==> src/rtl/debug_trace_buffer_pkg.sv <==
// Shared types for the retire-side debug trace buffer.
// The optional trigger feature is enabled with the DEBUG_TRACE_TRIGGER_EN macro.
package debug_trace_buffer_pkg;

   typedef logic [31:0] Inst;

   typedef struct packed {
      logic [31:0] tick;
      Inst         inst;
   } TraceEntry;

   typedef enum logic [1:0] {
      TS_IDLE  = 2'd0,
      TS_ARMED = 2'd1,
      TS_RUN   = 2'd2,
      TS_DONE  = 2'd3
   } TraceState;

   localparam Inst BUBBLE_INST = 32'h0000_0000;

endpackage

==> src/rtl/debug_trace_buffer_fifo.sv <==
// First-word-fall-through FIFO holding DEPTH trace entries.
// A push while full is accepted only when a pop happens in the same cycle,
// and the head reads as zero whenever the FIFO is empty.
module trace_fifo
   import debug_trace_buffer_pkg::*;
#(
   parameter int DEPTH = 16
) (
   input  logic                     i_clock,
   input  logic                     i_reset,
   input  logic                     i_push,
   input  logic                     i_pop,
   input  TraceEntry                i_data,
   output TraceEntry                o_data,
   output logic [$clog2(DEPTH):0]   o_count,
   output logic                     o_full,
   output logic                     o_empty
);

   localparam int AW = $clog2(DEPTH);

   TraceEntry      mem [DEPTH];
   logic [AW-1:0]  wrPtr;
   logic [AW-1:0]  rdPtr;
   logic [AW:0]    count;
   logic           pushOk;
   logic           popOk;

   assign o_full  = (count == (AW+1)'(DEPTH));
   assign o_empty = (count == '0);
   assign popOk   = i_pop & ~o_empty;
   assign pushOk  = i_push & (~o_full | popOk);

   // Storage is written without reset; stale contents are hidden behind the empty gate.
   always_ff @(posedge i_clock) begin
      if (pushOk) begin
         mem[wrPtr] <= i_data;
      end
   end

   // Pointers wrap naturally because DEPTH is a power of two; count tracks occupancy.
   always_ff @(posedge i_clock or negedge i_reset) begin
      if (!i_reset) begin
         wrPtr <= '0;
         rdPtr <= '0;
         count <= '0;
      end else begin
         if (pushOk) begin
            wrPtr <= wrPtr + 1'b1;
         end
         if (popOk) begin
            rdPtr <= rdPtr + 1'b1;
         end
         case ({pushOk, popOk})
            2'b10:   count <= count + 1'b1;
            2'b01:   count <= count - 1'b1;
            default: count <= count;
         endcase
      end
   end

   assign o_data  = o_empty ? '0 : mem[rdPtr];
   assign o_count = count;

endmodule

==> src/rtl/debug_trace_buffer.sv <==
// Retire-side trace capture: qualifies retiring (tick, inst) pairs, stores them
// in a FIFO the debug host drains through a valid/ready port, and counts
// entries lost to a full buffer.
// Optional trigger/post-count capture window: define DEBUG_TRACE_TRIGGER_EN.
module debug_trace_buffer
   import debug_trace_buffer_pkg::*;
#(
   parameter int DEPTH      = 16,
   parameter int DROP_WIDTH = 16
) (
   input  logic                     i_clock,
   input  logic                     i_reset,
   input  logic                     i_stall,
   input  logic                     i_enable,
   input  logic [31:0]              i_dbgTick,
   input  logic [31:0]              i_dbgInst,
   input  logic                     i_rdReady,
`ifdef DEBUG_TRACE_TRIGGER_EN
   input  logic [31:0]              i_trigMask,
   input  logic [31:0]              i_trigMatch,
   input  logic [$clog2(DEPTH):0]   i_postCount,
`endif
   output logic                     o_rdValid,
   output logic [31:0]              o_rdTick,
   output logic [31:0]              o_rdInst,
   output logic [$clog2(DEPTH):0]   o_count,
   output logic                     o_full,
   output logic [DROP_WIDTH-1:0]    o_dropCount,
   output TraceState                o_state
);

   localparam int CW = $clog2(DEPTH) + 1;

   TraceState             state;
   TraceState             nextState;
   TraceEntry             pushEntry;
   TraceEntry             headEntry;
   logic                  capturable;
   logic                  capture;
   logic                  push;
   logic                  pop;
   logic                  drop;
   logic                  empty;
   logic                  full;
   logic [DROP_WIDTH-1:0] dropCount;

   assign capturable = ~i_stall & (i_dbgInst != BUBBLE_INST);

`ifdef DEBUG_TRACE_TRIGGER_EN
   logic          trigHit;
   logic [CW-1:0] postLeft;

   assign trigHit = (state == TS_ARMED) & capturable &
                    ((i_dbgInst & i_trigMask) == i_trigMatch);
   assign capture = trigHit | ((state == TS_RUN) & capturable);

   // Trigger-mode sequencing: arm on enable, open the window on a match,
   // close it after the requested number of captures, drop to idle on disable.
   always_comb begin
      nextState = state;
      if (!i_enable) begin
         nextState = TS_IDLE;
      end else begin
         case (state)
            TS_IDLE:  nextState = TS_ARMED;
            TS_ARMED: begin
               if (trigHit) begin
                  nextState = (i_postCount <= CW'(1)) ? TS_DONE : TS_RUN;
               end
            end
            TS_RUN: begin
               if (capture && postLeft <= CW'(1)) begin
                  nextState = TS_DONE;
               end
            end
            default:  nextState = state;
         endcase
      end
   end

   // Remaining captures in the post-trigger window, counting the trigger itself.
   always_ff @(posedge i_clock or negedge i_reset) begin
      if (!i_reset) begin
         postLeft <= '0;
      end else if (trigHit) begin
         postLeft <= (i_postCount == '0) ? '0 : i_postCount - 1'b1;
      end else if (state == TS_RUN && capture && postLeft != '0) begin
         postLeft <= postLeft - 1'b1;
      end
   end
`else
   assign capture = (state == TS_RUN) & capturable;

   // Base sequencing: capture runs while the host enable is high; disabling keeps contents.
   always_comb begin
      nextState = state;
      case (state)
         TS_IDLE: if (i_enable)  nextState = TS_RUN;
         TS_RUN:  if (!i_enable) nextState = TS_IDLE;
         default: nextState = TS_IDLE;
      endcase
   end
`endif

   // Capture-state register.
   always_ff @(posedge i_clock or negedge i_reset) begin
      if (!i_reset) begin
         state <= TS_IDLE;
      end else begin
         state <= nextState;
      end
   end

   assign pop       = ~empty & i_rdReady;
   assign push      = capture & (~full | pop);
   assign drop      = capture & full & ~pop;
   assign pushEntry = '{tick: i_dbgTick, inst: i_dbgInst};

   // Saturating count of entries lost because the host did not drain in time.
   always_ff @(posedge i_clock or negedge i_reset) begin
      if (!i_reset) begin
         dropCount <= '0;
      end else if (drop && dropCount != '1) begin
         dropCount <= dropCount + 1'b1;
      end
   end

   trace_fifo #(
      .DEPTH (DEPTH)
   ) u_fifo (
      .i_clock (i_clock),
      .i_reset (i_reset),
      .i_push  (push),
      .i_pop   (pop),
      .i_data  (pushEntry),
      .o_data  (headEntry),
      .o_count (o_count),
      .o_full  (full),
      .o_empty (empty)
   );

   assign o_rdValid   = ~empty;
   assign o_rdTick    = headEntry.tick;
   assign o_rdInst    = headEntry.inst;
   assign o_full      = full;
   assign o_dropCount = dropCount;
   assign o_state     = state;

endmodule

==> config.mk <==
export PLATFORM = sky130hd
export DESIGN_NAME = debug_trace_buffer
export DESIGN_NICKNAME = d
export VERILOG_FILES = /design/src/rtl/debug_trace_buffer_pkg.sv /design/src/rtl/debug_trace_buffer_fifo.sv /design/src/rtl/debug_trace_buffer.sv
export SDC_FILE = /design/constraint.sdc
export NUM_CORES = 1
export LEC_CHECK = 0
export ABC_AREA = 1
export CAP_MARGIN = 5
export CORE_MARGIN = 2
export CORE_UTILIZATION = 45
export CTS_CLUSTER_DIAMETER = 100
export DETAILED_ROUTE_END_ITERATION = 6
export PLACE_DENSITY = 0.73
export REMOVE_ABC_BUFFERS = 1
export SETUP_SLACK_MARGIN = 0.15
export SYNTH_ARGS = -nofsm -noshare
export SYNTH_HDL_FRONTEND = slang
export SYNTH_SLANG_ARGS = --single-unit
==> constraint.sdc <==
create_clock -name i_clock -period 4.9 [get_ports i_clock]
set_clock_uncertainty 0.1 [all_clocks]
set_input_delay 1.47 -clock i_clock [delete_from_list [all_inputs] [get_ports i_clock]]
set_output_delay 1.47 -clock i_clock [all_outputs]
set_load 0.02 [all_outputs]
==> qor.yml, run 1 <==
wl_per_cell_um: 21.5
synth-main-ff-cell: "edfxtp_1"
hold_buffers: 0
tritoncts: "yes"
synth_top_area_share_pct: 71.4
start_util_pct: 45.4
clock-root-buffer: "clkbuf_16"
period_minus_slack_ps: 4780
cts_buffer_depth: 3
totalWireLength_um: 113000
clkTransAtPathRegs_ps: 60
synth_area_leaders: "edfxtp_1, nor2_1, nand3_1"
synth_enable_flop_cells: 1024
p_total_w: 0.0294
final_hold_viol_count: 0
syn_inst: 3702
num_vias: 29100
yosysWarnings: 0
crit_required_ps: 3330
end_kind: "output pin"
yosysSeqAreaShare_pct: 73.2
cp_max_fo: 45
fin_tns_setup_ps: 0
cap_violations: 0
setup_viol: 0
ys_seq_elements: 1054
layout-drive-gt1-share_pct: 8.72
fp.dieH_um: 313
ctsHtreeMaxLevel: 3
grt.total_usage_pct: 22.5
slew_violations: 0
cts.sinks: 1054
p_leak_nw: 17.8
ios: 158
stdcell_area_um2: 50400
ir_drop_mv: 0.355
grt_pass1_vias: 28200
place_area_um2: 46800
period_share_pct: 97.5
core_um2: 94900
max_freq_mhz: 209
viasPerCell: 5.57
status: "completed"
die_x_um: 313
clk_latency_ps: 690
ant_nets: 0
hold-worst-slack_ps: 455
synthTopCellsByCount: "edfxtp_1, nor2_1, nand3_1"
area_delta_synth_final_pct: 17.1
syn_area_um2: 43000
grt_pass1_wl_um: 169000
power.density_nw_per_um2: 583
async_reset_ff_share_pct: 2.85
n_fill_cell: 7657
post-route-drc-count: 0
io_buffers: 156
antenna_found_initial: 5
yosys.area.top_type: "edfxtp_1"
synthMostInstantiatedCell: "edfxtp_1"
grt_max_degree: 100
setup_ws_ps: 122
row_count: 113
drt_pass1_iterations: 6
maxSlewHeadroom_pct: 44.1
drt_iter0_drc: 3602
cp-start-kind: "register"
postSynthAreaPerCell_um2: 11.6
r2r_slack_ps: 2220
die-area_um2: 98100
routabilityCongestion: 0.811
place_ws_ps: 396
worstHoldPathType: "reg -> reg"
critPathKind: "reg -> out"
rsz0062_at_grt: "yes"
numCtsBuffers: 105
grt.overflow.total: 0
synth.distinct_cells: 24
finalNetCount: 3960
cp_data_arrival_time_ps: 3210
dp_hpwl_um: 59400
tightestPinTransition_ps: 838
[metal layers]
| metal | GRT usage, % | routed length [um] | vias up |
|---|---|---|---|
| met3 | 3.56 | 10500 | 203 |
| met2 | 36.0 | 53000 | 1561 |
| met4 | 8.07 | 2950 | 6 |
| met1 | 31.5 | 46000 | 14100 |
| li1 | - | - | 13300 |
| met5 | 0 | 39 | - |
[cell usage in the layout, fill, tap and decap left out, drive strengths merged, types with 2 or more instances in the layout]
| cell | instances |
|---|---|
| dlygate4sd2 | 26 |
| dfrtp | 30 |
| buf | 141 |
| bufinv | 6 |
| inv | 143 |
| xnor2 | 10 |
| o21ai | 426 |
| ha | 10 |
| nand3 | 353 |
| o211ai | 46 |
| nor2 | 1019 |
| nand4 | 4 |
| xor2 | 11 |
| clkinvlp | 3 |
| nand2 | 317 |
| edfxtp | 1024 |
| diode | 2 |
| clkinv | 51 |
| dlymetal6s2s | 25 |
| a21oi | 82 |
| clkdlybuf4s50 | 93 |
| clkbuf | 142 |
[cell families (layout without fill, tap and decap cells)]
kind of cell    Yosys count  in the layout  synth area share [%]
simple gates           1693           1693                  15.8
other cells               1              3               0.00871
compound gates          556            556                  6.74
xor+xnor                 21             21                 0.427
flops                  1054           1054                  73.2
buf+inv                 367            631                  3.53
fa+ha+maj                10             10                 0.291
[stage by stage]
stage	cells	utilization (%)
after global placement	5027	49.4
final	5233	53.1
after CTS	5227	53.0
after global routing	5232	53.1
after floorplan	3475	-
after detailed placement	5027	49.4
[state kept, by name (all words and copies together) (netlist names)]
| register | flops |
|---|---|
| o_dropCount | 16 |
| o_state | 1 |
| u_fifo.mem | 1024 |
| u_fifo.o_count | 5 |
| u_fifo.rdPtr | 4 |
| u_fifo.wrPtr | 4 |
[cell type report]
type                    count  area, um^2  area share (%)
flip-flops and latches   1054       31500            62.5
clock buffers             130        2760            5.48
repair inverters            1        8.76          0.0174
diodes                      2        5.00         0.00993
well taps                1265        1580            3.14
multi-input cells        2281       10300            20.3
repair buffers            298        3220            6.38
inverters                 140         567            1.12
clock inverters            62         507            1.01
[worst paths after layout]
path / cells past startpoint / from / end
min in group asynchronous: 1 / i_reset / o_state[1]
min: 2 / o_dropCount[1] / o_dropCount[1]
max: 8 / u_fifo.rdPtr[0] / o_rdInst[4]
max reg2reg: 15 / u_fifo.o_count[1] / u_fifo.o_count[4]
max in group asynchronous: 2 / i_reset / u_fifo.rdPtr[0]
min reg2reg: 2 / o_dropCount[1] / o_dropCount[1]
[power breakdown]
group,internal (W),switching [W],leakage (nW)
combinational,0.00377,0.00743,6.61
sequential,0.0103,0.000250,9.61
clock,0.00431,0.00334,1.59
total,0.0184,0.0110,17.8
[worst max-delay path, stage by stage (launching register included)]
cell and delay, ps:
dfrtp_4 620, inv_16 210, buf_12 260, buf_4 220
o21ai_0 110, nand3_1 110, nand3_1 110, a21oi_1 200
clkdlybuf4s50_1 640
[what timing repair did]
action                     4_1_cts  5_1_grt
setup buffers                    6        3
gates cloned                     2        1
setup endpoints to repair       64       34
gates resized for setup         66       59
No activity file was read; power rests on OpenSTA's default activity.
==> run 2, diff against run 1 <==
--- a/config.mk
+++ b/config.mk
@@ -14,6 +14,7 @@
 export PLACE_DENSITY = 0.73
 export REMOVE_ABC_BUFFERS = 1
 export SETUP_SLACK_MARGIN = 0.15
+export SKIP_CTS_REPAIR_TIMING = 1
 export SYNTH_ARGS = -nofsm -noshare
 export SYNTH_HDL_FRONTEND = slang
 export SYNTH_SLANG_ARGS = --single-unit
==> run 2 against run 1 <==
Effect of this change:
- first-iteration DRC count up 5.2%
- clock-buffer cell count is the same
- combinational power hardly changed
- via count hardly changed
- global-route usage fell by 0.36 points
- critical endpoint is now o_rdInst[14]
- largest cell class unchanged
==> qor.yml, run 2 (synthesis results as in run 1) <==
status: "completed"
worstHoldStart: "o_dropCount[1]"
cts.sinks: 1054  # unchanged
finalNonFillerCells: 5235  # +0.038%
io_buffers: 156  # unchanged
ctsHtreeMaxLevel: 3  # unchanged
tritoncts: "yes"
worstHoldEndpoint: "o_dropCount[1]"
drt_iter0_drc: 3788  # +5.2%
num_vias: 29100  # -0.072%
largest_register_ffs: 1024  # unchanged
multiInputGateArea_um2: 10200  # -0.33%
final_hold_viol_count: 0  # unchanged
r2r-end: "u_fifo.o_count[4]"
cp-start-kind: "register"
critPathKind: "reg -> out"
ff2ff_path_depth: 15  # unchanged
use_met1_pct: 30.8  # -0.66 points
fp.dieH_um: 313  # unchanged
power.density_nw_per_um2: 587  # +0.56%
wl_per_cell_um: 21.7  # +0.80%
maxSlewHeadroom_pct: 43.9  # -0.19 points
dp_hpwl_um: 59400  # unchanged
ant_nets: 0  # unchanged
period_minus_slack_ps: 4850  # +74.9 ps
clkTransAtPathRegs_ps: 60  # about the same
regArea_um2: 31500  # unchanged
stdcell_area_um2: 50600  # +0.41%
layout-drive-gt1-share_pct: 8.36  # -0.36 points
cp_max_fo: 56  # +24%
grt.overflow.total: 0  # unchanged
grt_pass1_vias: 28100  # -0.62%
n_fill_cell: 7630  # -0.35%
period_share_pct: 99.0  # +1.5 points
antenna_cells: 0  # -2
r2r-start: "u_fifo.o_count[1]"
clk_latency_ps: 680  # about the same
p_leak_nw: 18.1  # +1.5%
row_count: 113  # unchanged
r2r_slack_ps: 2220  # about the same
worstHoldPathType: "reg -> reg"
crit_required_ps: 3330  # about the same
cts_buffer_depth: 3  # unchanged
grt.met3_usage_pct: 3.71  # +0.15 points
max_flop_register: "u_fifo.mem"
cp_data_arrival_time_ps: 3280  # +70 ps
viasPerCell: 5.56  # -0.11%
hold_depth: 2  # unchanged
max_freq_mhz: 206  # -1.5%
ir_drop_mv: 0.352  # -1.0%
die_x_um: 313  # unchanged
cap_violations: 0  # unchanged
drt_pass1_iterations: 6  # unchanged
slew_violations: 0  # unchanged
grt.total_usage_pct: 22.2  # -0.36 points
area_delta_synth_final_pct: 17.6
numCtsBuffers: 105  # unchanged
finalNetCount: 3964  # +0.10%
grt_max_degree: 111  # +11%
grt_busiest_layer: "met2"
crit_start: "u_fifo.rdPtr[0]"
use_met2_pct: 35.7  # -0.35 points
tightestPinTransition_ps: 841  # +2.92 ps
clock-root-buffer: "clkbuf_16"
layout_common_cells: "edfxtp_1, nor2_1, nand3_1, o21ai_0, nand2_1"
layout_commonest_cell: "edfxtp_1"
antenna_found_initial: 4  # -1
post-route-drc-count: 0  # unchanged
routabilityCongestion: 0.811  # unchanged
core_um2: 94900  # unchanged
grt_pass1_wl_um: 167000  # -1.3%
end_kind: "output pin"
ios: 158  # unchanged
start_util_pct: 45.4  # unchanged
die-area_um2: 98100  # unchanged
totalWireLength_um: 113000  # +0.84%
setup_viol: 0  # unchanged
rsz0062_at_grt: "yes"
place_area_um2: 46800  # unchanged
placed_cells: 5027  # unchanged
run 2: cell count changes in the layout (fill, tap and decap cells not counted), sizes merged, moves of 2 or more:
cell           previous run  this run
dlymetal6s2s             25        52
dlygate4sd2              26         0
clkdlybuf4s50            93       103
clkbuf                  142       135
diode                     2         0
run 2: metrics by stage:
stage / util (%) / setup TNS [ps] / hold WS (ps) / worst slack [ps] / total power [W]
finish: 53.4 / 0 / 456 / 46.6 / 0.0297
global route: 53.4 / -243 / 499 / -89.8 / 0.0311
CTS: 52.8 / -6520 / 454 / -260 / 0.0294
detailed placement: 49.4 / 0 / 438 / 396 / 0.0217
global placement: 49.4 / 0 / 421 / 353 / 0.0216
floorplan: - / -2616250 / 406 / -16880 / 0.0165
run 2: layout make-up:
class | instances | area share [%]
Timing Repair inverter | 1 | 0.0222
Tap cell | 1265 | 3.13
Timing Repair Buffer | 302 | 6.83
Inverter | 140 | 1.13
Clock buffer | 130 | 5.46
Clock inverter | 62 | 1.00
Sequential cell | 1054 | 62.3
Multi-Input combinational cell | 2281 | 20.2
run 2: report_power, final:
group | switching [W] | internal, W | total [W]
Combinational | 0.00748 | 0.00403 | 0.0115
Sequential | 0.000231 | 0.0103 | 0.0105
Clock | 0.00335 | 0.00431 | 0.00766
run 2: critical path, stage by stage, from the launching register on:
cell	delay, ps
dfrtp_4	590
buf_16	280
buf_16	240
nor2_1	80
nor2_1	80
o21ai_0	100
nand3_1	90
nand3_1	90
a21oi_1	330
clkdlybuf4s50_1	680
run 2: metal layers:
metal	up-vias	wire, um	part of all wire [%]
li1	13300	-	-
met1	14100	46400	41
met2	1527	53900	48
met3	172	10700	9.4
met4	6	2380	2.1
met5	-	39	0.034
run 2: worst max-delay path by stage:
stage                     slack [ps]  depth (start not counted)                end
after floorplan               -16880                          5       o_rdTick[30]
after global placement           350                         18  u_fifo.o_count[4]
after detailed placement         400                         18  u_fifo.o_count[4]
after CTS                       -260                          9        o_rdTick[0]
after global routing             -90                          9       o_rdInst[14]
final                             50                          9       o_rdInst[14]
